File: src/rtl/instruction_fifo_writer_pkg.sv
// Shared opcode codes, instruction field positions and FSM state type for the instruction FIFO writer.
// State FILL_NEXT only exists when WRITER_FILL_EN is defined.
package instruction_fifo_writer_pkg;

  localparam logic [3:0] OP_WBR  = 4'b0000;
  localparam logic [3:0] OP_WSM  = 4'b0001;
  localparam logic [3:0] OP_FILL = 4'b1111;

  localparam int OPCODE_LSB = 0;
  localparam int REG_LSB    = 4;
  localparam int ADDR_LSB   = 4;
  localparam int COLOR_LSB  = 0;

`ifdef WRITER_FILL_EN
  typedef enum logic [1:0] {
    ST_IDLE,
    ST_WAIT_SPACE,
    ST_WRITE,
    ST_FILL_NEXT
  } state_t;
`else
  typedef enum logic [1:0] {
    ST_IDLE,
    ST_WAIT_SPACE,
    ST_WRITE
  } state_t;
`endif

endpackage

File: src/rtl/instruction_fifo_writer_if.sv
// Command handshake and FIFO write port of the instruction FIFO writer.
// master = host/FIFO side, slave = the writer itself.
interface instruction_fifo_writer_if #(
  parameter int ADDR_BITS = 14,
  parameter int REG_BITS  = 5
);
  logic                 cmd_valid;
  logic                 cmd_ready;
  logic [3:0]           cmd_opcode;
  logic [REG_BITS-1:0]  cmd_reg;
  logic [ADDR_BITS-1:0] cmd_addr;
  logic [31:0]          cmd_data;
  logic [ADDR_BITS-1:0] cmd_len;
  logic                 wrfull;
  logic                 wrreq;
  logic [31:0]          dataA;
  logic [31:0]          dataB;

  modport master (
    output cmd_valid, cmd_opcode, cmd_reg, cmd_addr, cmd_data, cmd_len, wrfull,
    input  cmd_ready, wrreq, dataA, dataB
  );

  modport slave (
    input  cmd_valid, cmd_opcode, cmd_reg, cmd_addr, cmd_data, cmd_len, wrfull,
    output cmd_ready, wrreq, dataA, dataB
  );
endinterface

File: src/rtl/instruction_fifo_writer_encoder.sv
// Combinational packer: opcode and command fields -> dataA/dataB instruction words.
// With WRITER_FILL_EN the FILL opcode is accepted and encoded as a WSM write.
import instruction_fifo_writer_pkg::*;

module instr_encoder #(
  parameter int ADDR_BITS  = 14,
  parameter int REG_BITS   = 5,
  parameter int COLOR_BITS = 9
) (
  input  logic [3:0]           opcode,
  input  logic [REG_BITS-1:0]  reg_idx,
  input  logic [ADDR_BITS-1:0] addr,
  input  logic [31:0]          data,
  output logic [31:0]          word_a,
  output logic [31:0]          word_b,
  output logic                 valid,
  output logic                 fill
);

  always_comb begin
    word_a = '0;
    word_b = '0;
    valid  = 1'b0;
    fill   = 1'b0;
    case (opcode)
      OP_WBR: begin
        word_a[REG_LSB +: REG_BITS] = reg_idx;
        word_a[OPCODE_LSB +: 4]     = OP_WBR;
        word_b                      = data;
        valid                       = 1'b1;
      end
      OP_WSM: begin
        word_a[ADDR_LSB +: ADDR_BITS]    = addr;
        word_a[OPCODE_LSB +: 4]          = OP_WSM;
        word_b[COLOR_LSB +: COLOR_BITS]  = data[COLOR_BITS-1:0];
        valid                            = 1'b1;
      end
`ifdef WRITER_FILL_EN
      // A fill is a run of ordinary sprite-memory writes, so it carries the WSM opcode.
      OP_FILL: begin
        word_a[ADDR_LSB +: ADDR_BITS]    = addr;
        word_a[OPCODE_LSB +: 4]          = OP_WSM;
        word_b[COLOR_LSB +: COLOR_BITS]  = data[COLOR_BITS-1:0];
        valid                            = 1'b1;
        fill                             = 1'b1;
      end
`endif
      default: begin
        valid = 1'b0;
      end
    endcase
  end

endmodule

File: src/rtl/instruction_fifo_writer.sv
// Host-side producer for the instruction FIFO: one command per handshake, one FIFO write per command.
// Optional macro WRITER_FILL_EN adds the FILL burst opcode.
import instruction_fifo_writer_pkg::*;

module instruction_fifo_writer #(
  parameter int ADDR_BITS  = 14,
  parameter int REG_BITS   = 5,
  parameter int COLOR_BITS = 9,
  parameter int COUNT_W    = 16
) (
  input  logic                 clk,
  input  logic                 reset,
  instruction_fifo_writer_if.slave bus,
  output logic                 busy,
  output logic                 err_opcode,
  output logic [COUNT_W-1:0]   issued_count
);

  state_t               state;
  logic                 cmd_ready_q;
  logic                 wrreq_q;
  logic [31:0]          data_a_q;
  logic [31:0]          data_b_q;

  logic [3:0]           enc_opcode;
  logic [ADDR_BITS-1:0] enc_addr;
  logic [31:0]          enc_data;
  logic [31:0]          enc_a;
  logic [31:0]          enc_b;
  logic                 enc_valid;
  logic                 enc_fill;

`ifdef WRITER_FILL_EN
  logic [ADDR_BITS-1:0]  fill_addr;
  logic [ADDR_BITS-1:0]  remaining;
  logic [COLOR_BITS-1:0] fill_color;
  logic                  fill_mode;
  logic [ADDR_BITS-1:0]  next_addr;

  assign next_addr = fill_addr + ADDR_BITS'(1);

  // During a burst the encoder is fed from the latched fill state instead of the live command.
  always_comb begin
    enc_opcode = bus.cmd_opcode;
    enc_addr   = bus.cmd_addr;
    enc_data   = bus.cmd_data;
    if (state == ST_FILL_NEXT) begin
      enc_opcode = OP_WSM;
      enc_addr   = next_addr;
      enc_data   = 32'(fill_color);
    end
  end
`else
  logic unused_fill_inputs;

  assign enc_opcode         = bus.cmd_opcode;
  assign enc_addr           = bus.cmd_addr;
  assign enc_data           = bus.cmd_data;
  assign unused_fill_inputs = ^{bus.cmd_len, enc_fill};
`endif

  instr_encoder #(
    .ADDR_BITS  (ADDR_BITS),
    .REG_BITS   (REG_BITS),
    .COLOR_BITS (COLOR_BITS)
  ) u_encoder (
    .opcode  (enc_opcode),
    .reg_idx (bus.cmd_reg),
    .addr    (enc_addr),
    .data    (enc_data),
    .word_a  (enc_a),
    .word_b  (enc_b),
    .valid   (enc_valid),
    .fill    (enc_fill)
  );

  assign bus.cmd_ready = cmd_ready_q;
  assign bus.wrreq     = wrreq_q;
  assign bus.dataA     = data_a_q;
  assign bus.dataB     = data_b_q;

  // Words are loaded only in IDLE/FILL_NEXT, so they are frozen across WAIT_SPACE and WRITE.
  always_ff @(posedge clk or negedge reset) begin
    if (!reset) begin
      state        <= ST_IDLE;
      cmd_ready_q  <= 1'b1;
      wrreq_q      <= 1'b0;
      data_a_q     <= '0;
      data_b_q     <= '0;
      busy         <= 1'b0;
      err_opcode   <= 1'b0;
      issued_count <= '0;
`ifdef WRITER_FILL_EN
      fill_addr    <= '0;
      remaining    <= '0;
      fill_color   <= '0;
      fill_mode    <= 1'b0;
`endif
    end else begin
      wrreq_q    <= 1'b0;
      err_opcode <= 1'b0;
      case (state)
        ST_IDLE: begin
          if (bus.cmd_valid && cmd_ready_q) begin
            if (!enc_valid) begin
              err_opcode <= 1'b1;
            end
`ifdef WRITER_FILL_EN
            else if (enc_fill && (bus.cmd_len == '0)) begin
              state <= ST_IDLE;
            end
`endif
            else begin
              data_a_q    <= enc_a;
              data_b_q    <= enc_b;
              state       <= ST_WAIT_SPACE;
              busy        <= 1'b1;
              cmd_ready_q <= 1'b0;
`ifdef WRITER_FILL_EN
              fill_mode   <= enc_fill;
              fill_addr   <= bus.cmd_addr;
              fill_color  <= bus.cmd_data[COLOR_BITS-1:0];
              remaining   <= bus.cmd_len - ADDR_BITS'(1);
`endif
            end
          end
        end
        ST_WAIT_SPACE: begin
          if (!bus.wrfull) begin
            state        <= ST_WRITE;
            wrreq_q      <= 1'b1;
            issued_count <= issued_count + COUNT_W'(1);
          end
        end
        ST_WRITE: begin
`ifdef WRITER_FILL_EN
          if (fill_mode && (remaining != '0)) begin
            state <= ST_FILL_NEXT;
          end else
`endif
          begin
            state       <= ST_IDLE;
            busy        <= 1'b0;
            cmd_ready_q <= 1'b1;
          end
        end
`ifdef WRITER_FILL_EN
        ST_FILL_NEXT: begin
          fill_addr <= next_addr;
          remaining <= remaining - ADDR_BITS'(1);
          data_a_q  <= enc_a;
          data_b_q  <= enc_b;
          state     <= ST_WAIT_SPACE;
        end
`endif
        default: begin
          state <= ST_IDLE;
        end
      endcase
    end
  end

endmodule
File: src/flat_wrapper.sv
// flat-port wrapper written by rule: the top's interface ports become plain ports
module instruction_fifo_writer_flat 
#(
  parameter int ADDR_BITS  = 14,
  parameter int REG_BITS   = 5,
  parameter int COLOR_BITS = 9,
  parameter int COUNT_W    = 16
)
  (clk, reset, busy, err_opcode, issued_count, bus_cmd_valid, bus_cmd_opcode, bus_cmd_reg, bus_cmd_addr, bus_cmd_data, bus_cmd_len, bus_wrfull, bus_cmd_ready, bus_wrreq, bus_dataA, bus_dataB);
  instruction_fifo_writer_if #(.ADDR_BITS(ADDR_BITS), .REG_BITS(REG_BITS)) bus_i ();
  input  logic clk;
  input  logic reset;
  output logic busy;
  output logic err_opcode;
  output logic [COUNT_W-1:0] issued_count;
  input wire logic [$bits(bus_i.cmd_valid)-1:0] bus_cmd_valid;
  input wire logic [$bits(bus_i.cmd_opcode)-1:0] bus_cmd_opcode;
  input wire logic [$bits(bus_i.cmd_reg)-1:0] bus_cmd_reg;
  input wire logic [$bits(bus_i.cmd_addr)-1:0] bus_cmd_addr;
  input wire logic [$bits(bus_i.cmd_data)-1:0] bus_cmd_data;
  input wire logic [$bits(bus_i.cmd_len)-1:0] bus_cmd_len;
  input wire logic [$bits(bus_i.wrfull)-1:0] bus_wrfull;
  output wire logic [$bits(bus_i.cmd_ready)-1:0] bus_cmd_ready;
  output wire logic [$bits(bus_i.wrreq)-1:0] bus_wrreq;
  output wire logic [$bits(bus_i.dataA)-1:0] bus_dataA;
  output wire logic [$bits(bus_i.dataB)-1:0] bus_dataB;
  assign bus_i.cmd_valid = bus_cmd_valid;
  assign bus_i.cmd_opcode = bus_cmd_opcode;
  assign bus_i.cmd_reg = bus_cmd_reg;
  assign bus_i.cmd_addr = bus_cmd_addr;
  assign bus_i.cmd_data = bus_cmd_data;
  assign bus_i.cmd_len = bus_cmd_len;
  assign bus_i.wrfull = bus_wrfull;
  assign bus_cmd_ready = bus_i.cmd_ready;
  assign bus_wrreq = bus_i.wrreq;
  assign bus_dataA = bus_i.dataA;
  assign bus_dataB = bus_i.dataB;
  instruction_fifo_writer #(.ADDR_BITS(ADDR_BITS), .REG_BITS(REG_BITS), .COLOR_BITS(COLOR_BITS), .COUNT_W(COUNT_W)) u_core (.clk(clk), .reset(reset), .bus(bus_i), .busy(busy), .err_opcode(err_opcode), .issued_count(issued_count));
endmodule
File: config.mk
export PLATFORM = sky130hd
export DESIGN_NAME = instruction_fifo_writer_flat
export DESIGN_NICKNAME = d
export VERILOG_FILES = /design/src/rtl/instruction_fifo_writer_pkg.sv /design/src/rtl/instruction_fifo_writer_if.sv /design/src/rtl/instruction_fifo_writer_encoder.sv /design/src/rtl/instruction_fifo_writer.sv /design/src/flat_wrapper.sv
export SDC_FILE = /design/constraint.sdc
export NUM_CORES = 1
export LEC_CHECK = 0
export ABC_AREA = 1
export CAP_MARGIN = 10
export CORE_MARGIN = 1.5
export CORE_UTILIZATION = 49
export DETAILED_ROUTE_END_ITERATION = 10
export GPL_TIMING_DRIVEN = 0
export PLACE_DENSITY = 0.91
export SYNTH_ARGS = -nofsm -noshare
export SYNTH_HDL_FRONTEND = slang
export SYNTH_HIERARCHICAL = 1
export SYNTH_SLANG_ARGS = --single-unit
File: constraint.sdc
create_clock -name clk -period 2.5 [get_ports clk]
set_input_delay 0.5 -clock clk [delete_from_list [all_inputs] [get_ports clk]]
set_output_delay 0.5 -clock clk [all_outputs]
set_load 0.01 [all_outputs]
Yosys cells after proc, flatten, opt, wreduce, memory -nomap -nowiden
Index checks and enable logic that the tools add are counted.
Storage, ports and cells
  input bits: 73
  logic and storage cells: 45
  output and inout bits: 84
  bits in registers: 72
Cells by class
  reductions and logical operators: 9
  equality and inequality tests: 6
  multiplexer cells: 20
  bitwise operators: 1
  add/subtract/negate cells: 1
Operators by type and width (count)
  23-bit two-way mux: 1
  9-bit two-way mux: 2
  9-bit one-hot mux with 2 select lines: 1
  16-bit by 1-bit adder with 16-bit output, second input constant: 1
  1-bit two-way mux: 10
  3-bit AND reduction: 3
  2-bit two-way mux: 3
  4-bit by 1-bit == test with 1-bit output, second input constant: 1
  4-bit zero test: 1
  2-bit by 1-bit inequality test with 1-bit output, second input constant: 2
  1-bit one-hot mux with 2 select lines: 2
  2-bit one-hot mux with 2 select lines: 1
  2-bit by 1-bit == test with 1-bit output, second input constant: 1
  2-bit == test, second input constant: 1
  2-bit zero test: 1
  2-bit inequality test, second input constant: 1
  2-bit AND reduction: 1
  2-bit nonzero test: 1
  2-bit OR reduction: 1
  1-bit logical AND: 1
  1-bit NOT: 1

Longest topological paths before layout
  word-level depth: 6
  gate-level depth with buffers: 10
  mapped depth without buffers: 8

Cells and area by module
The synthesis kept the hierarchy.
By module, submodules not included
  instruction_fifo_writer: area each 3607.2 sq um, seq. area each 2153.3 sq um, cells each 408, instances 1
  instr_encoder: area each 643.1 sq um, seq. area each 0.0 sq um, cells each 129, instances 1

Least setup slack after synthesis
Ideal clock, no wire load.
  path type: input -> register
  start point: input port bus_cmd_opcode[3]
  end point: register u_core.data_b_q[10], in the netlist u_core/bus.dataB[10]
  data arrival time: 1.499 ns
  buffers on the path: 2
  slack: 0.884 ns
  stages: 10
  cell sequence: nor2_4 > nand2_2 > inv_1 > nand4_1 > inv_2 > nand2_1 > buf_4 > buf_6 > nand2_1 > nand2_1
Between the ends
  word-level cells in the longest chain between the ends: 4
RTL lines
  from (decl): RTL line flat_wrapper.sv:17  | input wire logic [$bits(bus_i.cmd_opcode)-1:0] bus_cmd_opcode;
  4-bit by 1-bit == test with 1-bit output or 4-bit zero test (tied branches): RTL line instruction_fifo_writer_encoder.sv:25  | case (opcode)
  2-bit OR reduction (no source line) (*)
  1-bit two-way mux (*): RTL line instruction_fifo_writer_encoder.sv:25
  named net u_core.enc_valid: RTL line instruction_fifo_writer.sv:30  | logic enc_valid;
  3-bit AND reduction (no source line) (*)
  to (signal assigned): RTL line instruction_fifo_writer.sv:115  | data_b_q <= enc_b;
  to (decl): RTL line instruction_fifo_writer.sv:23  | logic [31:0] data_b_q;
Mark *: on every way through the listed nets, which the timed path passes. The rest lies on a longest branch.
A chain may end at the register's enable or synchronous reset.

Worst setup path in the final report
  start point: input port bus_cmd_opcode[3]
  end point: register u_core.data_a_q[5], in the netlist u_core/bus.dataA[5]
Between the ends
  word-level cells in the longest chain between the ends: 4
RTL lines
  4-bit by 1-bit == test with 1-bit output or 4-bit zero test (tied branches): RTL line instruction_fifo_writer_encoder.sv:25
  2-bit OR reduction (no source line) (*)
  1-bit two-way mux (*): RTL line instruction_fifo_writer_encoder.sv:25
  named net u_core.enc_valid: RTL line instruction_fifo_writer.sv:30
  3-bit AND reduction (no source line) (*)
  to (signal assigned): RTL line instruction_fifo_writer.sv:114  | data_a_q <= enc_a;
  to (decl): RTL line instruction_fifo_writer.sv:22  | logic [31:0] data_a_q;
Marked as above.

==> impl_metrics.yaml <==
status:
  status: "finished, final reports clean"
clock_tree:
  cts.sinks: 86
  cts_tree: "yes"
  clk_latency_ns: 0.33
  cts_max_level: 3
  cts_setup_buffers: 0
  ctsResizeCount: 0
  clk_pin_slew_ns: 0.08
  root_buffer: "clkbuf_8"
  ctsHoldBuffers: 0
  cts_buffers: 9
  clk_path_buf_depth: 2
sta:
  timing.final.crit_period_ns: 2.07
  finalSetupViolations: 0
  clock.fmax_mhz: 484
  fin_ws_ns: 0.432
  fin_skew_ns: 0.00732
  drv_slew: 0
  hold_slack_ns: 0.118
  hold_viol: 0
  fin_setup_tns_ns: 0
  rsz0062_at_grt: "false"
  finalCritPeriodShare_pct: 82.7
routing:
  route.vias.total: 3954
  firstDrtPassIters: 5
  postRouteAntennaNets: 0
  routed_wl_mm: 10.8
  via_per_inst: 4.85
  wire_per_inst_um: 13.3
  drc: 0
  drt_iter0_drc: 198
power:
  switchingPower_mw: 1.14
  pwr-share-clk_pct: 25.9
  power_mw: 4.01
  cellPowerDensity_mw_per_mm2: 657
  pwr-share-seq_pct: 45.2
  power.internal_mw: 2.87
  swShare_pct: 28.5
  p_leak_nw: 3.22
  pwr-share-comb_pct: 28.9
  vdd.ir_drop.worst_mv: 0.359
grt:
  grt_max_degree: 53
  antenna_found_initial: 0
  grt_pass1_wl_mm: 17.7
  grt_pass1_vias: 3950
  grt_remaining_overflow: 0
  track_usage_pct: 24.9
run:
  maxCapViolCount: 0
floorplan:
  start_util_pct: 51.1
  io_pins: 157
  die-area_mm2: 0.00923
  core_mm2: 0.00830
  die_x_um: 96.1
  row_count: 33
  die_h_um: 96.1
setup_path:
  worstPathArrival_ns: 2.34
  cp-end-kind: "flop"
  cp-start-kind: "primary input"
  crit_type: "in -> reg"
  cp_max_fo: 10
  required_ns: 2.77
cells_and_area:
  postLayoutCoreUtil_pct: 73.5
  layout-drive-gt1-share_pct: 10.8
  final_area_mm2: 0.00610
  finalNetCount: 780
  fill_cells: 626
  final_cells: 816
  seq_area_mm2: 0.00215
  areaGrowthSynthToFinish_pct: 43.8
  diodes: 0
  multiInputGateArea_mm2: 0.00161
logic_synthesis:
  synthCells: 536
  ys_warn_count: 6
  netlist_area_mm2: 0.00424
  syn_avg_cell_area_um2: 7.92
placed_design:
  place_area_mm2: 0.00588
  dp_slack_ns: 0.108
  io_buffers: 142
  post-dp-hpwl_mm: 8.19
  gp_congestion: 0.815
  dp.cells: 800
worst_hold_path:
  min_path_type: "in -> async"
-- layout by cell type, fill, tap and decap left out, types with 2 or more instances in the layout --
master and count:
buf_1 3, buf_2 8, buf_4 22, buf_6 7, clkbuf_1 3, clkbuf_8 13, clkdlybuf4s50_1 141, conb_1 17
dfrtp_1 85, inv_1 60, inv_2 4, nand2_1 172, nand2_2 2, nand3_1 81, nand4_1 3, nor2_1 49
nor2_2 11, nor2_4 4, nor3_1 3, o21ai_1 2, xnor2_1 6, xor2_1 4
-- final timing paths --
path                                       from                       to  slack [ns]  cells past startpoint
max                           bus_cmd_opcode[3]      u_core/bus.dataA[5]        0.43                     10
min                                       reset      u_core/bus.dataA[3]        0.12                      1
max reg2reg                u_core/bus.cmd_ready      u_core/bus.dataA[5]        1.02                      6
min reg2reg                u_core/bus.dataA[27]     u_core/bus.dataA[27]        0.47                      2
max in group asynchronous                 reset  u_core/issued_count[13]        1.77                      2
min in group clk           u_core/bus.dataA[27]     u_core/bus.dataA[27]        0.47                      2
-- routing by layer --
metal  wire, um  track usage, %  up-vias
met1       4400            29.0     1862
li1           -               -     1942
met4        223            10.4        0
met3        638            4.66       18
met2       5570            44.8      132
met5          0               0        -
-- state kept, by name, indices dropped and copies added, names as in the netlist --
| signal | cells |
|---|---|
| u_core/bus.dataA | 32 |
| u_core/bus.dataB | 32 |
| u_core/issued_count | 16 |
| u_core/state | 2 |
| u_core/bus.cmd_ready | 1 |
| u_core/bus.wrreq | 1 |
| u_core/busy | 1 |
| u_core/err_opcode | 1 |
-- cell type report --
type	instances	share of cell area [%]
Multi-Input combinational cell	361	26.5
Tap cell	105	2.15
Clock inverter	2	0.615
Clock buffer	14	2.99
Inverter	64	3.94
Buffer	41	4.84
Sequential cell	86	35.3
Timing Repair Buffer	143	23.7
-- power groups by stage --
stage               Clock (mW)  Sequential (mW)  Combinational [mW]
global placement             0             1.83                1.13
CTS                       1.07             1.81                1.17
floorplan                    0             1.94               0.316
detailed placement           0             1.84                1.16
global route              1.13             1.85                1.26
finish                    1.04             1.81                1.16
-- worst max-delay path, cell delays in order --
cell and delay, ns:
clkdlybuf4s50_1 0.44, nor2_4 0.20, nand2_2 0.20, inv_1 0.13, nand4_1 0.15, inv_2 0.10, buf_4 0.18, buf_2 0.24
nand3_1 0.11, nand2_1 0.10
(Power assumes the default switching activity.)
